--- config.mk ---
export PLATFORM = sky130hd
export DESIGN_NAME = load_reg_arbiter
export DESIGN_NICKNAME = d
export VERILOG_FILES = /design/src/rtl/ldarb_pkg.sv /design/src/rtl/load_register.sv /design/src/rtl/rr_picker.sv /design/src/rtl/load_reg_arbiter.sv
export SDC_FILE = /design/constraint.sdc
export NUM_CORES = 1
export LEC_CHECK = 0
export BUFFER_PORTS_ARGS = -buffer_cell sky130_fd_sc_hd__buf_2
export CORE_ASPECT_RATIO = 0.7
export CORE_MARGIN = 2
export CORE_UTILIZATION = 46
export DETAILED_ROUTE_END_ITERATION = 8
export PLACE_DENSITY = 0.79
export SLEW_MARGIN = 10
export SYNTH_ARGS = -nofsm -noshare
export SYNTH_HDL_FRONTEND = slang
export SYNTH_SLANG_ARGS = --single-unit
--- constraint.sdc ---
create_clock -name clk -period 3.6 [get_ports clk]
set_input_delay 0.54 -clock clk [delete_from_list [all_inputs] [get_ports clk]]
set_output_delay 0.54 -clock clk [all_outputs]
set_load 0.01 [all_outputs]
--- src/rtl/ldarb_pkg.sv ---
// Shared types for load_reg_arbiter: FSM state encoding, grant counter width and a saturating increment.
package ldarb_pkg;

  typedef enum logic [1:0] {
    IDLE = 2'd0,
    LOAD = 2'd1,
    DONE = 2'd2
  } state_t;

  localparam int unsigned CNT_W = 16;

  function automatic logic [CNT_W-1:0] sat_inc(input logic [CNT_W-1:0] v);
    return (v == '1) ? v : v + CNT_W'(1);
  endfunction

endpackage

--- src/rtl/load_register.sv ---
// Holding register with synchronous active-high reset and load enable.
module load_register #(
  parameter int unsigned WIDTH = 8
) (
  input  logic             clk,
  input  logic             rst,
  input  logic             ld,
  input  logic [WIDTH-1:0] d,
  output logic [WIDTH-1:0] q
);

  logic [WIDTH-1:0] q_q;
  logic [WIDTH-1:0] q_d;

  always_comb begin
    q_d = q_q;
    if (ld) q_d = d;
  end

  always_ff @(posedge clk) begin
    if (rst) q_q <= '0;
    else     q_q <= q_d;
  end

  assign q = q_q;

endmodule

--- src/rtl/rr_picker.sv ---
// Round-robin picker: rotates req so ptr sits at bit 0, then takes the lowest set bit.
module rr_picker #(
  parameter int unsigned NREQ = 4
) (
  input  logic [NREQ-1:0]         req,
  input  logic [$clog2(NREQ)-1:0] ptr,
  output logic [$clog2(NREQ)-1:0] idx_c,
  output logic                    any_c
);

  localparam int unsigned IDW = $clog2(NREQ);

  logic [2*NREQ-1:0] dbl_c;
  logic [NREQ-1:0]   rot_c;
  logic [31:0]       pos_c;

  assign dbl_c = {req, req};
  assign rot_c = NREQ'(dbl_c >> ptr);
  assign any_c = |req;

  // Walk from the top down so the lowest rotated hit is the one that sticks.
  always_comb begin
    idx_c = '0;
    pos_c = '0;
    for (int unsigned k = NREQ; k > 0; k--) begin
      if (rot_c[k-1]) begin
        pos_c = 32'(ptr) + 32'(k - 1);
        if (pos_c >= 32'(NREQ)) pos_c = pos_c - 32'(NREQ);
        idx_c = IDW'(pos_c);
      end
    end
  end

endmodule

--- src/rtl/load_reg_arbiter.sv ---
// Round-robin arbiter sharing one load_register among NREQ requesters.
// Optional per-requester completed-load counters: define LDARB_GRANT_CNT_EN.
module load_reg_arbiter
  import ldarb_pkg::*;
#(
  parameter int unsigned WIDTH = 8,
  parameter int unsigned NREQ  = 4
) (
  input  logic                    clk,
  input  logic                    rst,
  input  logic [NREQ-1:0]         req,
  input  logic [NREQ*WIDTH-1:0]   req_d,
  input  logic                    clr,
  output logic [NREQ-1:0]         gnt,
  output logic                    done,
  output logic [$clog2(NREQ)-1:0] done_id,
  output logic                    busy,
  output logic [WIDTH-1:0]        q
`ifdef LDARB_GRANT_CNT_EN
  ,
  output logic [NREQ*CNT_W-1:0]   gnt_cnt
`endif
);

  localparam int unsigned IDW = $clog2(NREQ);

  state_t           state_q, state_d;
  logic [IDW-1:0]   ptr_q, ptr_d;
  logic [IDW-1:0]   sel_q, sel_d;
  logic [NREQ-1:0]  gnt_q, gnt_d;
  logic             done_q, done_d;
  logic [IDW-1:0]   done_id_q, done_id_d;
  logic             busy_q, busy_d;

  logic [IDW-1:0]   sel_inc_c;
  logic [IDW-1:0]   pick_ptr_c;
  logic [IDW-1:0]   pick_idx_c;
  logic             pick_any_c;
  logic             reg_rst_c;
  logic             reg_ld_c;
  logic [WIDTH-1:0] reg_d_c;

  // In DONE the search already starts just past the requester being retired.
  assign sel_inc_c  = (sel_q == IDW'(NREQ - 1)) ? '0 : sel_q + IDW'(1);
  assign pick_ptr_c = (state_q == DONE) ? sel_inc_c : ptr_q;

  rr_picker #(.NREQ(NREQ)) u_picker (
    .req   (req),
    .ptr   (pick_ptr_c),
    .idx_c (pick_idx_c),
    .any_c (pick_any_c)
  );

  always_ff @(posedge clk) begin
    if (rst) begin
      state_q <= IDLE;
      ptr_q   <= '0;
      sel_q   <= '0;
    end else begin
      state_q <= state_d;
      ptr_q   <= ptr_d;
      sel_q   <= sel_d;
    end
  end

  always_comb begin
    state_d = state_q;
    ptr_d   = ptr_q;
    sel_d   = sel_q;
    case (state_q)
      IDLE, DONE: begin
        if (state_q == DONE) ptr_d = sel_inc_c;
        if (clr) begin
          state_d = IDLE;
        end else if (pick_any_c) begin
          state_d = LOAD;
          sel_d   = pick_idx_c;
        end else begin
          state_d = IDLE;
        end
      end
      LOAD:    state_d = clr ? IDLE : DONE;
      default: state_d = IDLE;
    endcase
  end

  // Outputs are precomputed from the next state so they are flop-driven in the cycle they apply.
  always_comb begin
    gnt_d     = '0;
    done_d    = 1'b0;
    done_id_d = done_id_q;
    busy_d    = (state_d != IDLE);
    reg_rst_c = rst | clr;
    reg_ld_c  = (state_q == LOAD) && !clr;
    reg_d_c   = req_d[32'(sel_q)*WIDTH +: WIDTH];
    if (state_d == LOAD) gnt_d[sel_d] = 1'b1;
    if (state_d == DONE) begin
      done_d    = 1'b1;
      done_id_d = sel_q;
    end
  end

  always_ff @(posedge clk) begin
    if (rst) begin
      gnt_q     <= '0;
      done_q    <= 1'b0;
      done_id_q <= '0;
      busy_q    <= 1'b0;
    end else begin
      gnt_q     <= gnt_d;
      done_q    <= done_d;
      done_id_q <= done_id_d;
      busy_q    <= busy_d;
    end
  end

  assign gnt     = gnt_q;
  assign done    = done_q;
  assign done_id = done_id_q;
  assign busy    = busy_q;

  load_register #(.WIDTH(WIDTH)) u_hold (
    .clk (clk),
    .rst (reg_rst_c),
    .ld  (reg_ld_c),
    .d   (reg_d_c),
    .q   (q)
  );

`ifdef LDARB_GRANT_CNT_EN
  logic [NREQ*CNT_W-1:0] cnt_q, cnt_d;

  // Count only loads that reach DONE; clr does not touch the counters.
  always_comb begin
    cnt_d = cnt_q;
    if (state_q == DONE)
      cnt_d[32'(sel_q)*CNT_W +: CNT_W] = sat_inc(cnt_q[32'(sel_q)*CNT_W +: CNT_W]);
  end

  always_ff @(posedge clk) begin
    if (rst) cnt_q <= '0;
    else     cnt_q <= cnt_d;
  end

  assign gnt_cnt = cnt_q;
`endif

endmodule
==> run summary, run 1 <==
The number of antenna diodes in the final layout is 0. The mean cell area of the mapped netlist is 10.2 um2, and the cell area power density is 362 nW/um2. The post-cts gate resize count was 0; the switching part of the total power was 22.2%.

Number of global-route vias before repair: 974. Clock skew on the completed layout was measured at 0.00132 ns. The post-route fraction of the period consumed by the critical path was 64.4%; the half-perimeter wire length after detailed placement was 2.21 mm. The number of hold-slack violations in the final timing report is 0.

TritonCTS built the clock tree. The congestion estimate from routability-driven global placement came to 0.778. For this run, the slowest stage of the critical path takes 0.64 ns. The sequential cell area fraction in the yosys report was 40.2%. After detailed placement, the design holds a cell count of 190. After the last flow step, the layout net total stands at 203. The pin count of the biggest net entering global routing was 14; the number of enable-type register cells in the synthesized netlist was 0. The synthesized design contains 22 register bits.

At the pin with the least slew margin, the transition time is 0.637 ns. The average wire length per cell after detail routing was 14.3 um. Worst setup path category: register to register. Of the cells placed in the final design, the portion with a size suffix greater than 1 is 50.0%. Post-CTS timing repair inserted 0 buffers for setup. In this run the register-to-register setup slack is 1.28 ns. The number of remaining DRC errors was 0; the top achievable clock speed was 431 MHz. The number of buffers inserted by port buffering came out at 54.

The area growth from synthesis to layout is 32.3%. The clock sink total is 22. The min-delay analysis places its worst path in the category register to register.

In this run the clock root is driven by a clkbuf_4. The total routing resource utilization after global routing is 20.2%. The logs give 1 for the level count of the clock H-tree and 190 for the fill cell instance count of the final layout. After detailed routing, the number of vias per cell comes to 5.23. The category of the worst setup path launch point is a register. Summed over all instances, the cell type with the most area after synthesis is dfxtp_1. The run gives 0 as the count of maximum capacitance violations. For the number of buffers created by CTS, the log shows 3. In this design, the largest share of critical-path delay is due to multiplexers. Main flop type after synthesis: dfxtp_1.

The routed design could run at a clock period as short as 2.32 ns. Die outline width: 62.3 um. The clock slew seen by the registers of the worst setup and hold paths was 0.12 ns; the number of hold-repair buffers added at the cts stage was 0. The initialized floorplan defines 14 standard-cell rows. The library cell contributing the largest single delay on the critical path was dfxtp_1. The multi-input combinational cells in the finished layout cover a total of 627 um2. The worst pin sits at a relative slew slack of 57.4%. The design internal power was 408 uW. Setup repair after global routing left no endpoint under its margin.

The logs give 0 for the number of max-slew violations in the final report and 0.000632 uW for the reported leakage power. The total nets after synthesis came out at 147. The vertical extent of the die was 44.8 um; the detailed-routing iteration count for the pre-antenna-repair pass was 4. Maximum root-to-sink buffer count: 2. The logs give 0 for the initial antenna violation count and 4.25 mm for the wire length of the first global-routing pass. For this configuration, the core starts out at a cell density of 49.6%. For the clock network latency to the later pin of the worst-skew pair, the log shows 0.30 ns. IR analysis of the VDD net gives a maximum drop of 271 uV. The area of the placeable core was 2210 um2. Setup violations remaining at the end of the flow were counted as 0. Synthesis produced 107 cells. By area the synthesized netlist is led by dfxtp_1, mux4_2, nand2_1, a21oi_1, nor2_1. The count of cells in the finished layout, fillers not included, comes to 194. The cell area after technology mapping is 1090 um2.

The worst setup path is captured at a register. The total overflow left after global routing is 0. The final layout contains routed wiring with a total length of 2.77 mm.

The tools report the worst endpoint required time as 3.86 ns. Walking the worst path, the cells encountered are ha_1 > mux2i_2 > mux2_4 > a2111oi_4 > and2_1. The share of total power dissipated in the clock network is 35.4%.

The synthesized design devotes to its leading area cell type 40.2% of total area. Of all flip-flops after synthesis, the portion carrying an async set or reset was 0%. The run finished with clean final reports. The die covers 2790 um2.

For this block, the initial DRC count from the detailed router was 44. The run gives 16.1% as the part of the power in combinational logic. The critical path contains buffers and inverters numbering 0 combined. Counting distinct cell types in the post-synthesis netlist gives 34. The accumulated negative setup slack is 0 ns, and the sequential standard cell area is 440 um2. For this run, the number of Yosys warnings is 0. The count of nets left with antenna violations once routing finished came out at 0.

The analysis attributes to net switching a power of 116 uW. The part of the power in registers was 48.6%; the largest fanout on the critical path was 11. At the worst endpoint, the arrival time is 2.58 ns. The overall via count from detail_route came out at 1015. The number of I/O pins was 55.
layout make-up:
class / instances / area share (%)
tap: 32 / 2.76
multi-input combinational: 78 / 43.3
timing repair buffer: 55 / 19.2
sequential: 22 / 30.4
inverter: 3 / 0.777
clock buffer: 3 / 1.55
clock inverter: 1 / 2.07
stage by stage:
step / worst slack (ns) / hold WS, ns / util [%] / instance area (um2) / power (uW)
global placement: 1.43 / 0.440 / 63.3 / 1400 / 340
detailed placement: 1.33 / 0.448 / 63.3 / 1400 / 343
CTS: 1.32 / 0.458 / 65.6 / 1450 / 527
finish: 1.28 / 0.460 / 65.6 / 1450 / 524
global route: 1.16 / 0.471 / 65.6 / 1450 / 547
floorplan: 1.79 / 0.474 / - / 1090 / 308
sequential cells by signal, summed over array words and instances (netlist names):
name      count
busy          1
gnt           4
sel_q         2
ptr_q         2
state_q       2
done          1
done_id       2
u_hold.q      8
worst reg2reg max path, stage by stage, from the launching register on:
cell	delay [ns]
dfxtp_1	0.64
ha_1	0.34
mux2i_2	0.37
mux2_4	0.37
a2111oi_4	0.39
and2_1	0.17
Yosys cell counts, types with 2 or more instances:
master    instances
a21oi_1          10
a31o_1            2
clkbuf_1          3
dfxtp_1          22
inv_1             3
mux4_2            8
nand2_1          21
nor2_1            8
o21ai_0           2
or2_2             2
or2b_2            3
worst paths after layout:
check,start,cells past startpoint,to
setup / recovery,sel_q[1]$_SDFF_PP0_,5,gnt[1]$_SDFF_PP0_
hold / removal,u_hold.q[2]$_SDFFE_PP0P_,2,u_hold.q[2]$_SDFFE_PP0P_
setup reg to reg,sel_q[1]$_SDFF_PP0_,5,gnt[1]$_SDFF_PP0_
hold reg to reg,u_hold.q[2]$_SDFFE_PP0P_,2,u_hold.q[2]$_SDFFE_PP0P_
per-layer routing:
layer	up-vias	global-route usage (%)	wire length (um)
met5	-	0	0
met4	0	7.11	27
li1	492	-	-
met1	491	23.3	1150
met3	4	6.48	138
met2	28	37.0	1450
cell families after synthesis:
logic type | synth area share [%]
flip-flops | 40.2
AND/OR/NAND/NOR | 21.7
buffers and inverters | 2.51
AO/OA/AOI/OAI | 13.4
multiplexers | 21.0
adder cells (fa/ha/maj) | 1.14
power groups by stage:
stage          registers, uW  clock network [uW]  logic [uW]
2_1_floorplan            260                   0        47.6
3_3_place_gp             260                   0        80.3
3_5_place_dp             260                   0        83.4
4_1_cts                  254                 189        84.3
5_1_grt                  255                 200        91.8
6_report                 254                 185        84.3
cells in the final DEF, fill, tap and decap left out, drive strengths merged, types with 2 or more instances in the layout:
master | Yosys | layout
o21ai | 2 | 2
or2 | 2 | 2
nand2 | 21 | 21
mux2 | 2 | 2
a21oi | 10 | 10
dfxtp | 22 | 22
buf | 1 | 55
or2b | 3 | 3
clkbuf | 3 | 3
nor2b | 2 | 2
nor3 | 2 | 2
a31o | 2 | 2
mux4 | 8 | 8
inv | 3 | 3
mux2i | 2 | 2
nor2 | 8 | 8
and2 | 2 | 2
Note: power is estimated with default switching activity, not from simulation.
==> run 2: changes to the inputs <==
Settings changed: ABC_AREA from default to 1, CORE_UTILIZATION 46 to 42, PLACE_DENSITY 0.79 to 0.73.
Clock period 3.6 ns to 1.9 ns, I/O delays scaled along.
==> run 2 against run 1 <==
  * Register-to-register slack got worse by 1.0 ns
  * Combinational power rose to 2.7 times the previous value
  * Sequential cell count stayed put
  * Critical path depth rose by 7
  * First-iteration DRC count rose by 64%
  * Sequential share of layout area fell by 3.3 points
  * Die area is 22% higher
  * Final cell count grew 49%
  * Sequential power rose by 92%
  * Area after synthesis up 13%
  * Synthesized cell count is 86% higher
  * Critical path type unchanged
==> run summary, run 2 <==
The run gives 2.35 mm as the half-perimeter wire length after detailed placement. For this design the static power due to leakage is 0.000891 uW. The library cells used most frequently in the layout, excluding fill and tap cells, are buf_2, inv_1, nor2_1, nand2_1, o21ai_0.

The initial core utilization is 44.2%. The flow ran to the end, and the final reports show no timing, DRC or antenna violations. The cell sitting at the root of the clock tree is a clkbuf_8. Sequential elements use 35.6% of the synthesized area. STA classifies the critical path startpoint as a register.

For this run, the detailed router's first-pass iteration total came to 4. TritonCTS created 3 clock buffers. By count the netlist is led by inv_1, nand2_1, nor2_1. In this run the worst setup path begins at sel_q[0]$_SDFF_PP0_. Yosys attributes the largest share of cell area to dfxtp_1, o21ai_0, inv_1, nand2_1, nor2_1. The start point of the worst hold path was rst.

Synthesis produced a netlist with a net count of 239. 0 antenna diodes ended up in the layout. The slowest stage of the critical path belongs to the cell dfxtp_1. In this run the worst hold path is classified as input port to register. The tools report the number of I/O pins as 55. The actual transition at the worst max-transition pin works out to 0.495 ns. In the synthesized netlist the async set-or-reset flop fraction comes to 0%. Clock-pin slew was measured on the worst setup and hold paths at 0.08 ns.

Detailed routing inserted a total of 1417 vias. The die is 68.9 um wide. For this design the ratio of total power to cell area is 705 nW/um2. The most common cell in the synthesized netlist is inv_1. The tools report the remaining antenna violation count after routing as 0.

The top cell type's share of synthesized area was 35.6%. Setup repair after global routing left no endpoint under its margin. Cell type contributing the most total cell area after synthesis: dfxtp_1. The tools report the remaining max-slew budget at the tightest pin as 66.8%.

The count of maximum capacitance violations is 0. The worst setup path is captured at a register. Setup violations remaining at the end of the flow were counted as 0. Timing would allow up to 613 MHz. The number of max-slew violations in the final report came out at 0. The commonest non-fill, non-tap cell in the layout was buf_2.

The number of remaining DRC errors is 0, and the post-cts gate resize count is 0. Synthesis inferred 22 register bits. The tools report the initial antenna violation count as 0. The violation count after the first detailed-route iteration was 72.

Routability-driven placement finished with a final weighted congestion of 0.955. The wire length of the first global-routing pass is 4.94 mm, and the layout overhead on the synthesized area is 31.2%. Measured along the y axis, the die boundary spans 49.4 um.

The post-route fraction of the period consumed by the critical path was 85.8%; the number of hold-slack violations in the final timing report was 0. The total of warnings raised by yosys was 0. The logs give 1630 um2 for the summed area of non-filler cells in the final layout and 22 for the clock sink total. The number of cells produced by synthesis is 199. The mean cell area of the mapped netlist works out to 6.22 um2. The run gives 1240 um2 as the cell area after technology mapping. In this run the post-CTS setup repair buffer count came out at 0. For the sum of overflow across all layers after global routing, the log shows 0. The worst endpoint required time is 2.06 ns. In this run, synthesis inferred 0 flip-flops with an integrated enable. In the final timing run, aggregate negative setup slack is 0 ns. Average via count per standard cell: 4.89. The layout cell share with drive strength beyond 1 is 28.3%, and the maximum root-to-sink buffer count is 2.

Global routing used 19.1% of the available tracks across all layers. For the pin count of the biggest net entering global routing, the log shows 24. VDD sags by at most 631 uV. The tools report the number of global-route vias before repair as 1163. Dividing the detail-routed wire length by the instance count gives 10.3 um.

Yosys mapped the design onto 20 distinct sky130hd cell types. Counting the fill cells in the layout gives 295. The register with the most flip-flops in the layout has 8 of them.

The count of buffers added on input and output ports is 54. The largest fanout on the critical path is 19, and the data arrival time of the critical path is 1.79 ns. The most used flip-flop cell after synthesis is dfxtp_1. By instance count, the cell type seen most on the critical path is nand2_1.

The worst setup path category was register to register. The critical path goes through buf_4 > nor2_1 > nand2_1 > nand3_1 > nand3_1 > nand2_1 > nand2_1 > nand2_1 > nand2_1 > nand3_1 > nand2_1 > nor2_1. For this run, the post-layout net count is 295. The sum of routed wire length over all layers was 3.00 mm; the largest stage delay on the critical path was 0.33 ns. After floorplanning, the core was sized to cover 2800 um2. Between clock sinks in the finished design, the worst skew comes to 0.00260 ns. The smallest clock period supported by the final layout is computed as 1.63 ns. Area enclosed by the die boundary: 3410 um2. Buffers inserted to repair hold after CTS numbered 0. The number of placement rows is 16. The clock reaches the later pin of the worst-skew pair after 0.26 ns. TritonCTS built the clock tree. The run gives 1 as the level count of the clock H-tree. The beginning of the worst register-to-register path was sel_q[0]$_SDFF_PP0_. The placed instance area was 1550 um2.
[run 2: changes by cell type after synthesis, sizes merged, moves of 3 or more]
cell   change
inv       +34
o21ai     +25
nor2      +21
nand3     +18
nand2     +12
mux4       -8
o22ai      +7
a21oi      +4
or2b       -3
[run 2: final timing paths]
kind / to / slack, ns / cells after the start
max: gnt[3]$_SDFF_PP0_ / 0.27 / 12
min reg2reg: done_id[1]$_SDFFE_PP0P_ / 0.45 / 2
min: busy$_SDFF_PP0_ / 0.30 / 2
max reg2reg: gnt[3]$_SDFF_PP0_ / 0.27 / 12
[run 2: layout make-up]
cell class                 count  area (um2)  share of cell area [%]
sequential                    22         440                    27.1
multi-input combinational    133         627                    38.6
clock buffer                   3        41.3                    2.54
timing repair buffer          58         300                    18.5
clock inverter                 1        30.0                    1.85
inverter                      37         141                    8.70
tap                           36        45.0                    2.77
[run 2: worst max-delay path, delay by kind of cell, from the launching register on]
kind                   cells  cell delay, ns
flip-flops                 1            0.33
buffers and inverters      1            0.24
AND/OR/NAND/NOR           11            0.96
[run 2: logic make-up (layout without fill, tap and decap cells)]
group | count (synthesis) | in the layout | synth area share, %
and+or+nand+nor | 83 | 83 | 28.7
AOI/OAI and AO/OA | 49 | 49 | 20.9
buffers and inverters | 44 | 99 | 13.8
DFF | 22 | 22 | 35.6
adders and majority gates | 1 | 1 | 1.01
[run 2: metal layers]
layer | track usage, % | wire [um] | share of wire [%] | vias up
met3 | 7.39 | 227 | 7.6 | 2
met5 | 0 | 0 | 0 | -
li1 | - | - | - | 749
met2 | 27.6 | 1250 | 42 | 41
met1 | 26.4 | 1500 | 50 | 625
met4 | 4.90 | 16 | 0.53 | 0
[run 2: report_power, final]
part / total (uW) / switching [uW] / internal [uW]
clock: 428 / 146 / 281
sequential: 487 / 8.06 / 479
combinational: 231 / 135 / 96.3
total: 1150 / 289 / 857
[run 2: through the flow]
step / utilization [%] / std cells / total power [uW] / hold slack [ns] / setup WS, ns
global route: 58.0 / 290 / 1220 / 0.308 / 0.00114
floorplan: - / 199 / 644 / 0.467 / 0.415
detailed placement: 55.4 / 286 / 729 / 0.435 / 0.277
finish: 58.0 / 290 / 1150 / 0.300 / 0.269
global placement: 55.4 / 286 / 728 / 0.435 / 0.285
CTS: 58.0 / 290 / 1160 / 0.287 / 0.273
==> run 3: changes to the inputs <==
Settings changed: CORE_UTILIZATION 42 to 30, PLACE_DENSITY 0.73 to 0.55, SKIP_CTS_REPAIR_TIMING from default to 1.
==> run 3 against run 2 <==
  * Sequential cell count unchanged
  * Critical path depth is 3 lower
  * Die area rose by 37%
  * Critical path type unchanged
==> run summary, run 3 (synthesis gave the netlist of run 2 again) <==
Number of non-filler instances in the completed layout: 306. Number of max-slew violations in the final report: 0. The sum of routed wire length over all layers came out at 3.25 mm. Summed over all nets, the half-perimeter wirelength after detailed placement is 2.54 mm. Data arrives at the worst endpoint at 1.84 ns.

The number of hold-slack violations in the final timing report was 0; the average wire length per cell after detail routing was 10.6 um. The die covers 4670 um2. The category of the worst setup path launch point was a register. The number of buffers inserted by port buffering is 54.

The first global-routing pass estimated 5.45 mm of wire. During I/O placement, the number of pins put on the boundary was 55. The first detailed-routing pass took 4 iterations. In this run the power density over the cells is 698 nW/um2. The actual transition at the worst max-transition pin is 0.495 ns, and the top achievable clock speed is 599 MHz. The average via count per standard cell is 4.60.

At the end of routability-driven placement, the weighted congestion stood at 0.876. The number of setup violations in the final report was 0; the largest fanout on the critical path was 6. The summed area of non-filler cells in the final layout is 1650 um2, and the number of placement rows is 19.

The placed instances occupy a cell area of 1570 um2. The run finished with clean final reports. The post-route fraction of the period consumed by the critical path is 87.9%, and the overall via count from detail_route is 1407.

The filler cells instantiated in the layout total 441. The critical path is of the register to register type. The run gives 0 as the initial antenna violation count.

Clock tree synthesis selected as its root buffer the cell clkbuf_8. Type of the most critical hold path: input port to register. The total routing resource utilization after global routing was 15.1%. Clock-pin slew was measured on the worst setup and hold paths at 0.08 ns.

The multi-input combinational cells in the finished layout cover a total of 627 um2. The remaining max-slew budget at the tightest pin came out at 66.8%. For the level count of the clock H-tree, the log shows 1. The number of buffers created by CTS was 3. TritonCTS built the clock tree. The run gives 452 uV as the maximum vdd drop.

Summing all flip-flop and latch instances after layout gives 440 um2. The number of global-route vias before repair was 1258; the count of maximum capacitance violations was 0. For this design the static power due to leakage is 0.000891 uW. The die is 80.8 um wide. Clock tree synthesis found a total of 22 sinks. After the last flow step, the layout net total stands at 295. The worst setup path is captured at a register. In this run, the number of DRC markers left after iteration 0 of detailed routing was 48. Entering global routing, the biggest net connects 24 pins. Setup repair after global routing left no endpoint under its margin. For the worst hold slack across all endpoints, the log shows 0.329 ns. The area of the placeable core is 3950 um2. The register with the most flip-flops in the layout has 8 of them.

The sum of overflow across all layers after global routing was 0. From synthesis to final layout, the design area changed by 32.8%. Measured along the y axis, the die boundary spans 57.8 um. Leaving out fill and tap cells, the most frequent cell in the layout is buf_2. In the layout the commonest cells are buf_2, inv_1, nor2_1, nand2_1, o21ai_0. The routed design could run at a clock period as short as 1.67 ns. Including well taps, the total number of placed cells is 302. In this run the deepest clock path goes through 2 buffers. The final antenna diode count was 0; the initial core utilization was 31.4%.

The logs give 0.26 ns for the clock network latency to the later pin of the worst-skew pair and 0.00488 ns for the setup clock skew after layout. The worst endpoint required time is 2.07 ns. For the remaining antenna violation count after routing, the log shows 0.

The number of remaining DRC errors is 0, and the accumulated negative setup slack is 0 ns. Layout cell share with drive strength beyond 1: 28.3%.
==> run 3: cell counts in the layout (fill, tap and decap cells not counted) <==
Identical to the previous run, type by type.
==> run 3: power by group <==
| group | total, uW | internal [uW] | switching, uW |
|---|---|---|---|
| combinational | 233 | 96.1 | 137 |
| clock | 428 | 281 | 147 |
| sequential | 488 | 479 | 8.64 |
| total | 1150 | 856 | 292 |
==> run 3: stage by stage <==
stage	power [uW]	utilization [%]	setup slack, ns
5_1_grt	1220	41.7	0.0141
3_5_place_dp	733	39.9	0.238
2_1_floorplan	644	-	0.415
3_3_place_gp	733	39.9	0.259
4_1_cts	1170	41.7	0.233
6_report	1150	41.7	0.231
==> run 3: worst paths after layout <==
check / start / to / slack [ns] / cells past startpoint
min: rst / state_q[1]$_SDFF_PP0_ / 0.33 / 2
max reg2reg: sel_q[1]$_SDFF_PP0_ / gnt[1]$_SDFF_PP0_ / 0.23 / 9
max: sel_q[1]$_SDFF_PP0_ / gnt[1]$_SDFF_PP0_ / 0.23 / 9
min reg2reg: done_id[0]$_SDFFE_PP0P_ / done_id[0]$_SDFFE_PP0P_ / 0.45 / 2
==> run 3: area by class of cell <==
class	instances	share of cell area [%]
Multi-Input combinational cell	133	38.1
Sequential cell	22	26.8
Timing Repair Buffer	58	18.3
Inverter	37	8.59
Tap cell	52	3.95
Clock buffer	3	2.51
Clock inverter	1	1.83
==> run 3: worst max-delay path, stage by stage (launching register included) <==
cell and delay [ns]:
dfxtp_1 0.33, ha_1 0.30, o21ai_2 0.27, nand3_1 0.14
nand2_1 0.10, nand2_1 0.07, nand3_1 0.09, nand3_1 0.10
nand2_1 0.12, nor2_1 0.04
==> run 3: routing by layer <==
metal  vias up  GRT usage [%]  wire (um)
li1        750              -          -
met1       606           21.4       1670
met2        51           22.7       1340
met3         0           4.83        250
met4         0           3.15          0
met5         -              0          0
